### config.mk
export PLATFORM = sky130hd
export DESIGN_NAME = audio_xfade_mux
export DESIGN_NICKNAME = d
export VERILOG_FILES = /design/src/rtl/audio_xfade_mux.sv
export SDC_FILE = /design/constraint.sdc
export NUM_CORES = 1
export LEC_CHECK = 0
export CAP_MARGIN = 20
export CORE_MARGIN = 5
export CORE_UTILIZATION = 56
export CTS_BUF_LIST = sky130_fd_sc_hd__clkbuf_8 sky130_fd_sc_hd__clkbuf_16
export DETAILED_ROUTE_END_ITERATION = 6
export PLACE_DENSITY_LB_ADDON = 0.1
export SETUP_SLACK_MARGIN = 0.15
export SLEW_MARGIN = 10
export SYNTH_ARGS = -nofsm -noshare
export SYNTH_HDL_FRONTEND = slang
export SYNTH_SLANG_ARGS = --single-unit
### constraint.sdc
create_clock -name clk -period 7.8 [get_ports clk]
set_input_delay 1.56 -clock clk [delete_from_list [all_inputs] [get_ports clk]]
set_output_delay 1.56 -clock clk [all_outputs]
set_load 0.01 [all_outputs]
### src/rtl/audio_xfade_mux.sv
// Stereo PCM source selector that crossfades between sources with a per-sample gain ramp.
// The selected sample pair is scaled by a two-stage multiply / arithmetic-shift pipeline.
module audio_xfade_mux #(
    parameter int  NUM_SRC   = 4,
    parameter int  DATA_W    = 24,
    parameter int  RAMP_BITS = 6,
    parameter int  TIMEOUT   = 4096,
    localparam int SEL_W     = (NUM_SRC > 1) ? $clog2(NUM_SRC) : 1
) (
    input  logic                        clk,
    input  logic                        reset_n,
    input  logic                        run,
    input  logic [SEL_W-1:0]            select,
    input  logic [NUM_SRC-1:0]          src_valid,
    input  logic [NUM_SRC*DATA_W-1:0]   l_src_data,
    input  logic [NUM_SRC*DATA_W-1:0]   r_src_data,
    output logic                        out_valid,
    output logic [DATA_W-1:0]           l_out,
    output logic [DATA_W-1:0]           r_out,
    output logic [SEL_W-1:0]            active_sel,
    output logic                        busy
);

    localparam int GAIN_W = RAMP_BITS + 1;
    localparam int PROD_W = DATA_W + RAMP_BITS + 2;
    localparam int TO_W   = $clog2(TIMEOUT + 1);

    localparam logic [GAIN_W-1:0] GMAX      = {1'b1, {RAMP_BITS{1'b0}}};
    localparam logic [GAIN_W-1:0] GAIN_ONE  = {{(GAIN_W-1){1'b0}}, 1'b1};
    localparam logic [SEL_W:0]    NUM_SRC_V = (SEL_W+1)'(NUM_SRC);
    localparam logic [TO_W-1:0]   TO_LAST   = TO_W'(TIMEOUT - 1);
    localparam logic [TO_W-1:0]   TO_ONE    = {{(TO_W-1){1'b0}}, 1'b1};

    typedef enum logic [2:0] {
        ST_IDLE     = 3'd0,
        ST_FADE_IN  = 3'd1,
        ST_PLAY     = 3'd2,
        ST_FADE_OUT = 3'd3,
        ST_SWITCH   = 3'd4
    } state_t;

    state_t                     state_r;
    state_t                     state_s;
    logic [GAIN_W-1:0]          gain_r;
    logic [GAIN_W-1:0]          gain_s;
    logic [SEL_W-1:0]           pending_sel_r;
    logic [SEL_W-1:0]           pending_sel_s;
    logic [SEL_W-1:0]           active_sel_s;
    logic [TO_W-1:0]            timeout_cnt_r;
    logic [TO_W-1:0]            timeout_cnt_s;
    logic                       busy_s;

    logic                       strobe_sel_s;
    logic [DATA_W-1:0]          l_sel_s;
    logic [DATA_W-1:0]          r_sel_s;
    logic                       strobe_s;
    logic                       sel_ok_s;
    logic                       sel_new_s;
    logic                       timeout_hit_s;

    logic signed [PROD_W-1:0]   l_prod_s;
    logic signed [PROD_W-1:0]   r_prod_s;
    logic signed [PROD_W-1:0]   l_prod_r;
    logic signed [PROD_W-1:0]   r_prod_r;
    logic                       prod_valid_r;
    logic [DATA_W-1:0]          l_scaled_s;
    logic [DATA_W-1:0]          r_scaled_s;

    // Route the active source's strobe and sample pair.
    always_comb begin
        strobe_sel_s = 1'b0;
        l_sel_s      = '0;
        r_sel_s      = '0;
        for (int k = 0; k < NUM_SRC; k++) begin
            strobe_sel_s = (active_sel == SEL_W'(k)) ? src_valid[k] : strobe_sel_s;
            l_sel_s      = (active_sel == SEL_W'(k)) ? l_src_data[k*DATA_W +: DATA_W] : l_sel_s;
            r_sel_s      = (active_sel == SEL_W'(k)) ? r_src_data[k*DATA_W +: DATA_W] : r_sel_s;
        end
    end

    // Strobes only count while a source is being faded or played.
    assign strobe_s      = run & strobe_sel_s &
                           ((state_r == ST_FADE_IN) | (state_r == ST_PLAY) | (state_r == ST_FADE_OUT));
    assign sel_ok_s      = ({1'b0, select} < NUM_SRC_V);
    assign sel_new_s     = sel_ok_s & (select != active_sel);
    assign timeout_hit_s = ~strobe_s & (timeout_cnt_r == TO_LAST);

    assign l_prod_s   = PROD_W'($signed(l_sel_s)) * PROD_W'($signed({1'b0, gain_r}));
    assign r_prod_s   = PROD_W'($signed(r_sel_s)) * PROD_W'($signed({1'b0, gain_r}));
    assign l_scaled_s = DATA_W'(l_prod_r >>> RAMP_BITS);
    assign r_scaled_s = DATA_W'(r_prod_r >>> RAMP_BITS);

    // Next-state, gain and selection logic; gain moves after the strobe has used it.
    always_comb begin
        state_s       = state_r;
        gain_s        = gain_r;
        active_sel_s  = active_sel;
        pending_sel_s = pending_sel_r;
        if (!run) begin
            state_s = ST_IDLE;
            gain_s  = '0;
        end else begin
            case (state_r)
                ST_IDLE: begin
                    gain_s = '0;
                    if (sel_ok_s) begin
                        state_s      = ST_FADE_IN;
                        active_sel_s = select;
                    end else begin
                        state_s = ST_IDLE;
                    end
                end
                ST_FADE_IN: begin
                    if (strobe_s && (gain_r != GMAX)) begin
                        gain_s = gain_r + GAIN_ONE;
                    end else begin
                        gain_s = gain_r;
                    end
                    if (sel_new_s) begin
                        state_s       = ST_FADE_OUT;
                        pending_sel_s = select;
                    end else if (gain_s == GMAX) begin
                        state_s = ST_PLAY;
                    end else if (timeout_hit_s) begin
                        state_s       = ST_SWITCH;
                        pending_sel_s = active_sel;
                    end else begin
                        state_s = ST_FADE_IN;
                    end
                end
                ST_PLAY: begin
                    if (sel_new_s) begin
                        state_s       = ST_FADE_OUT;
                        pending_sel_s = select;
                    end else begin
                        state_s = ST_PLAY;
                    end
                end
                ST_FADE_OUT: begin
                    if (strobe_s && (gain_r != '0)) begin
                        gain_s = gain_r - GAIN_ONE;
                    end else begin
                        gain_s = gain_r;
                    end
                    if (sel_new_s) begin
                        pending_sel_s = select;
                    end else begin
                        pending_sel_s = pending_sel_r;
                    end
                    // A return to the playing source resumes the fade-in from the current gain.
                    if (sel_ok_s && (select == active_sel)) begin
                        state_s = ST_FADE_IN;
                    end else if ((gain_s == '0) || timeout_hit_s) begin
                        state_s = ST_SWITCH;
                    end else begin
                        state_s = ST_FADE_OUT;
                    end
                end
                ST_SWITCH: begin
                    state_s      = ST_FADE_IN;
                    active_sel_s = pending_sel_r;
                    gain_s       = '0;
                end
                default: begin
                    state_s = ST_IDLE;
                    gain_s  = '0;
                end
            endcase
        end

        if (!run || (state_s != state_r) || strobe_s) begin
            timeout_cnt_s = '0;
        end else if ((state_r == ST_FADE_IN) || (state_r == ST_FADE_OUT)) begin
            timeout_cnt_s = timeout_cnt_r + TO_ONE;
        end else begin
            timeout_cnt_s = '0;
        end

        busy_s = (state_s != ST_PLAY) && (state_s != ST_IDLE);
    end

    // Control registers: state, gain, source selection, stall counter and busy flag.
    always_ff @(posedge clk or negedge reset_n) begin
        if (!reset_n) begin
            state_r       <= ST_IDLE;
            gain_r        <= '0;
            pending_sel_r <= '0;
            active_sel    <= '0;
            timeout_cnt_r <= '0;
            busy          <= 1'b0;
        end else begin
            state_r       <= state_s;
            gain_r        <= gain_s;
            pending_sel_r <= pending_sel_s;
            active_sel    <= active_sel_s;
            timeout_cnt_r <= timeout_cnt_s;
            busy          <= busy_s;
        end
    end

    // Scaling pipeline; dropping run discards in-flight samples but keeps the last output.
    always_ff @(posedge clk or negedge reset_n) begin
        if (!reset_n) begin
            l_prod_r     <= '0;
            r_prod_r     <= '0;
            prod_valid_r <= 1'b0;
            out_valid    <= 1'b0;
            l_out        <= '0;
            r_out        <= '0;
        end else begin
            prod_valid_r <= strobe_s;
            out_valid    <= prod_valid_r & run;
            if (strobe_s) begin
                l_prod_r <= l_prod_s;
                r_prod_r <= r_prod_s;
            end else begin
                l_prod_r <= l_prod_r;
                r_prod_r <= r_prod_r;
            end
            if (prod_valid_r && run) begin
                l_out <= l_scaled_s;
                r_out <= r_scaled_s;
            end else begin
                l_out <= l_out;
                r_out <= r_out;
            end
        end
    end

endmodule
==> results.yml <==
sta:
  setup_violations: 0
  fin_crit_sh_pct: 90.0
  finalHoldViolCount: 0
  worstMarginPinSlew_ns: 1.08
  tns_ns: 0
  period_minus_slack_ns: 7.02
  skew_ns: 0.00961
  rsz0062_at_grt: "no"
  slew-limit-headroom_pct: 27.7
  max_freq_mhz: 142
  maxSlewViolCount: 0
  fin_hold_ws_ns: 0.462
layout:
  drive_above_1_share_pct: 8.70
  nNetsFinal: 2591
  insertedDiodeCount: 0
  area_growth_pct: 19.8
  layout.cells.non_filler: 2447
clock_network:
  clk_pin_slew_ns: 0.06
  numCtsBuffers: 17
  clk_path_buf_depth: 2
  post_cts_buffers: 0
  cts.sinks: 126
  ctsHtreeMaxLevel: 4
  clk_latency_ns: 0.42
  cts_tree: "built"
  cts_root_buf: "clkbuf_16"
  cts-hold-fix-buffers: 0
  ctsResizeCount: 0
detailed_routing:
  final_antenna_net_count: 0
  route.detailed.drc: 0
  drt_iter0_drc: 1022
  vias: 13800
  wl_per_cell_um: 18.9
  wirelength_um: 46200
  dr.pass1.iters: 5
  via_per_inst: 5.64
setup_path:
  path_delay_family: "adder cells"
  cp_common_cell: "fa_1"
  cp-end-kind: "flip-flop"
  crit_buf_inv: 3
  arrival_ns: 7.28
  worstPathRequired_ns: 8.06
  worstSetupStartpointType: "input port"
  critical_path_peak_fanout: 7
  worstPathCellList: "clkdlybuf4s50_1, mux4_2, and2_1, fa_1, fa_1, fa_1, inv_1, fa_1, inv_1, ha_1, nand2_1, o21ai_0, a2111oi_0, a211oi_1, a41oi_1, a311o_1, xor2_1, o21ai_1"
  cp_slowest_cell: "a211oi_1"
  cp_slowest_stage_delay_ns: 0.69
  worstSetupPathType: "input port to flip-flop"
synth:
  synth.distinct_cells: 67
  syn_inst: 1819
  ys_async_sr_fraction_pct: 100
  synth_top_family_by_area: "adder cells"
  synth.area.top_cells: "fa_1 (27%), dfrtp_1 (18%), and2_1 (9.6%), ha_1 (8.4%), inv_1 (6.4%)"
  synth_compound_area_share_pct: 7.40
  synth_simple_gate_area_share_pct: 18.4
  yosysWarnings: 0
  ys_ff_latch: 126
  synth-edff-count: 0
  synth_mux_area_share_pct: 9.62
  yosysSeqAreaShare_pct: 17.9
  yosysMostFrequentCell: "inv_1"
  synth.top_cell.area_share_pct: 27.2
  yosys.area_share.xor_xnor_pct: 2.78
  syn_area_um2: 17600
  syn_nets: 2378
  synthTopCellsByCount: "inv_1 (301), and2_1 (271), fa_1 (240)"
  yosys.area.top_type: "fa_1"
  yosys.area_share.adder_pct: 35.6
  yosys_most_used_dff: "dfrtp_1"
  avgSynthCellArea_um2: 9.70
global_route:
  grt_pass1_wl_um: 76600
  grt_overflow: 0
  grt_max_degree: 101
  track_usage_pct: 26.8
  grt_pass1_vias: 14600
  antenna_found_initial: 1
run_status:
  run_status: "finished, final reports clean"
floorplan:
  core_um2: 31300
  pin_count: 253
  die_h_um: 187
  rows: 65
  start_util_pct: 56.3
  dieArea_um2: 35200
  die_w_um: 187
pwr:
  p_leak_nw: 10.4
  power.ir.vdd_worst_mv: 0.141
  power_density_nw_per_um2: 152
place:
  port_buffers: 252
  dp.cells: 2415
  gp_congestion: 0.887
  dp_hpwl_um: 37100
hold_path:
  hold_path.class: "flip-flop to flip-flop"
flow_run:
  cap_viol_max_count: 0
## final cells by class
type                    count  area [um^2]
clock buffers              17          425
clock inverters            15          168
fillers                  2495        10200
inverters                 302         1130
multi-input cells        1311        13000
flip-flops and latches    126         3160
well taps                 402          503
repair buffers            274         2710
## worst min-delay path, cell delays in order (launching register included)
cell and delay, ns:
dfrtp_1 0.34, nand2_1 0.05, nand2_1 0.05
## flip-flops by register name (all words and copies together) (netlist names)
register       cells
l_out             24
l_prod_r          24
r_out             24
r_prod_r          24
timeout_cnt_r     13
gain_r             7
state_r            3
active_sel         2
pending_sel_r      2
busy               1
out_valid          1
prod_valid_r       1
## cells in the final DEF (no fill, tap or decap), drive strengths merged, types with 13 or more instances in the layout
cell type,netlist,layout
mux4,49,49
and3,13,13
mux2,50,50
nor2,39,39
nand3,31,31
buf,17,23
nand2,149,149
inv,302,311
ha,118,118
and2,272,272
clkbuf,63,17
nand4,15,15
fa,240,240
a21oi,52,52
xnor2,30,30
dfrtp,126,126
clkdlybuf4s50,0,251
xor2,26,26
nor3,28,28
o21ai,54,54
o31ai,13,13
a21o,18,18
## stage by stage
stage | total power, mW | setup WS, ns | utilization (%) | cell area, um^2
3_5_place_dp | 2.42 | 0.377 | 65.6 | 20500
2_1_floorplan | 1.77 | 1.49 | - | 17600
6_report | 3.20 | 0.778 | 67.5 | 21100
4_1_cts | 3.22 | 0.795 | 67.5 | 21100
5_1_grt | 3.40 | 0.472 | 67.5 | 21100
3_3_place_gp | 2.39 | 0.476 | 65.6 | 20500
## logic make-up (layout without fill, tap and decap cells)
| kind of cell | count (synthesis) | in the layout |
|---|---|---|
| xor+xnor | 56 | 56 |
| mux | 102 | 102 |
| simple gates | 591 | 591 |
| fa+ha+maj | 358 | 358 |
| flops | 126 | 126 |
| compound gates | 204 | 204 |
| buf+inv | 382 | 608 |
## where the power goes
| part | switching (mW) | total, mW | internal (mW) |
|---|---|---|---|
| clock | 0.336 | 0.792 | 0.455 |
| sequential | 0.168 | 0.968 | 0.800 |
| combinational | 0.772 | 1.44 | 0.672 |
## worst paths after layout
| check | startpoint | to | slack (ns) | cells after the start |
|---|---|---|---|---|
| worst min register to register | l_prod_r[15] | l_prod_r[15] | 0.46 | 2 |
| min in group asynchronous | reset_n | r_out[5] | 1.21 | 1 |
| worst max-delay path | l_src_data[86] | l_prod_r[27] | 0.78 | 18 |
| worst min-delay path | l_prod_r[15] | l_prod_r[15] | 0.46 | 2 |
| worst max register to register | active_sel[0] | l_prod_r[27] | 1.09 | 18 |
| max in group asynchronous | reset_n | gain_r[1] | 5.20 | 2 |
## per-layer routing
layer  GRT usage [%]  part of all wire [%]
met5               0                     0
met4            4.60                   1.2
met3            5.86                   8.8
met2            41.7                    44
met1            39.8                    46
Power figures use the tool's default switching activity.
==> patch: new RTL, config.mk and constraints unchanged <==
Compare `timeout_cnt_r` against `TO_LAST` with >= in place of ==.
--- a/src/rtl/audio_xfade_mux.sv
+++ b/src/rtl/audio_xfade_mux.sv
@@ -84,5 +84,5 @@
     assign sel_ok_s      = ({1'b0, select} < NUM_SRC_V);
     assign sel_new_s     = sel_ok_s & (select != active_sel);
-    assign timeout_hit_s = ~strobe_s & (timeout_cnt_r == TO_LAST);
+    assign timeout_hit_s = ~strobe_s & (timeout_cnt_r >= TO_LAST);
 
     assign l_prod_s   = PROD_W'($signed(l_sel_s)) * PROD_W'($signed({1'b0, gain_r}));
Formal check against the unedited RTL: no difference found for any inputs over 4 cycles, from zero or initial values and one cycle with reset_n low; that may be too few to reach the edited logic, so the function may still have changed.
==> patch against the unedited design <==
  * Sequential cell count unchanged
  * Power down 3.8%
  * Clock power is 0.6% higher
  * Design area down 0.13%
  * Routed wire length fell by 4.2%
  * Worst setup slack better by 0.13 ns
  * Synthesized area is 0.20% higher
  * Largest cell class unchanged
  * Cell count decreased by 0.61%
==> patch: results (changes against the unedited design) <==
\begin{tabular}{lr}
\hline
Metric & Value \\
\hline
\multicolumn{2}{l}{\textbf{Logic synthesis}} \\
\quad Share of synthesized area spent on multiplexers & 0.09967 (+0.003490) \\
\quad Share of the yosys chip area belonging to registers & 0.1784 (-0.0003543) \\
\quad Post-Synthesis Net Count & 2367 (-0.46\%) \\
\quad Adder and majority cell fraction of the synthesized area & 0.3553 (-0.0007057) \\
\quad Post-synth top cells & inv\_1, and2\_1, fa\_1 \\
\quad Main area contributors after synthesis & fa\_1, dfrtp\_1, and2\_1 \\
\quad Compound-cell area share of the yosys netlist & 0.07277 (-0.001279) \\
\multicolumn{2}{l}{\textbf{Setup path}} \\
\quad Maximum single-stage delay on the critical path & 0.58 ns (-0.11 ns) \\
\quad Critical-path cell with the highest stage delay & mux4\_2 \\
\quad Worst endpoint data arrival time & 7.21 ns (-0.07 ns) \\
\quad Worst flop-to-flop path endpoint & r\_prod\_r[22]\$\_DFFE\_PN0P\_ \\
\multicolumn{2}{l}{\textbf{GRT}} \\
\quad Gr usage total & 0.2616 (-0.006755) \\
\quad Pin count of the biggest net entering global routing & 67 (-34\%) \\
\quad First-pass GRT wire length & 74.29 mm (-3.0\%) \\
\quad Antenna violations before repair & 2 (+1) \\
\quad Number of global-route vias before repair & 14730 (+1.1\%) \\
\multicolumn{2}{l}{\textbf{Layout}} \\
\quad Share of cells above drive strength 1 & 0.08576 (-0.001285) \\
\multicolumn{2}{l}{\textbf{Min path}} \\
\quad Endpoint, Worst Hold & r\_prod\_r[20]\$\_DFFE\_PN0P\_ \\
\quad HP Start & r\_prod\_r[20]\$\_DFFE\_PN0P\_ \\
\multicolumn{2}{l}{\textbf{Outcome}} \\
\quad Status & finished clean \\
\multicolumn{2}{l}{\textbf{STA}} \\
\quad Final Hold Slack & 0.4660 ns (+0.004377 ns) \\
\quad Transition time of the tightest slew-check pin & 1.073 ns (-0.01121 ns) \\
\multicolumn{2}{l}{\textbf{Drt}} \\
\quad Total Wirelength & 44.25 mm (-4.2\%) \\
\quad Detailed router's first-iteration violation count & 682 (-33\%) \\
\multicolumn{2}{l}{\textbf{Pwr}} \\
\quad Peak VDD IR & 0.1703 mV (+20\%) \\
\hline
\end{tabular}
[patch: final cells by class]
type / instances / area [µm²] / area share
sequential: 126 / 3162 / 0.1498
timing repair buffer: 267 / 2649 / 0.1255
inverter: 315 / 1182 / 0.05601
clock buffer: 18 / 439.2 / 0.02080
antenna: 1 / 2.502 / 0.0001185
multi-input combinational: 1289 / 13030 / 0.6170
clock inverter: 14 / 147.6 / 0.006994
tap: 402 / 503.0 / 0.02383
[patch: power by group]
part	switching (mW)	total (mW)	internal [mW]	leakage, nW
sequential	0.161	0.920	0.759	1.73
clock	0.340	0.797	0.457	0.280
combinational	0.751	1.36	0.613	8.36
total	1.25	3.08	1.83	10.4
[patch: kinds of logic after synthesis]
logic type / Yosys count
AO/OA/AOI/OAI: 196
adder cells (fa/ha/maj): 358
AND/OR/NAND/NOR: 558
XOR/XNOR: 68
buffers and inverters: 393
flip-flops: 126
multiplexers: 108
other: 1
[patch: through the flow]
stage / std cells / util / cell area [µm²] / worst slack, ns / total power [mW]
2_1_floorplan: 1808 / - / 17680 / 1.383 / 1.721
3_3_place_gp: 2399 / 0.6537 / 20520 / 0.5580 / 2.267
3_5_place_dp: 2399 / 0.6537 / 20520 / 0.4555 / 2.301
4_1_cts: 2431 / 0.6724 / 21110 / 0.9192 / 3.112
5_1_grt: 2431 / 0.6724 / 21110 / 0.5999 / 3.266
6_report: 2432 / 0.6725 / 21110 / 0.9070 / 3.081
[patch: routing by layer]
layer | global-route usage | up-vias | share of wire
li1 | - | 6227 | -
met1 | 0.3349 | 6776 | 0.41
met2 | 0.4437 | 421 | 0.49
met3 | 0.05622 | 82 | 0.064
met4 | 0.09006 | 4 | 0.032
met5 | 0 | - | 0.00054
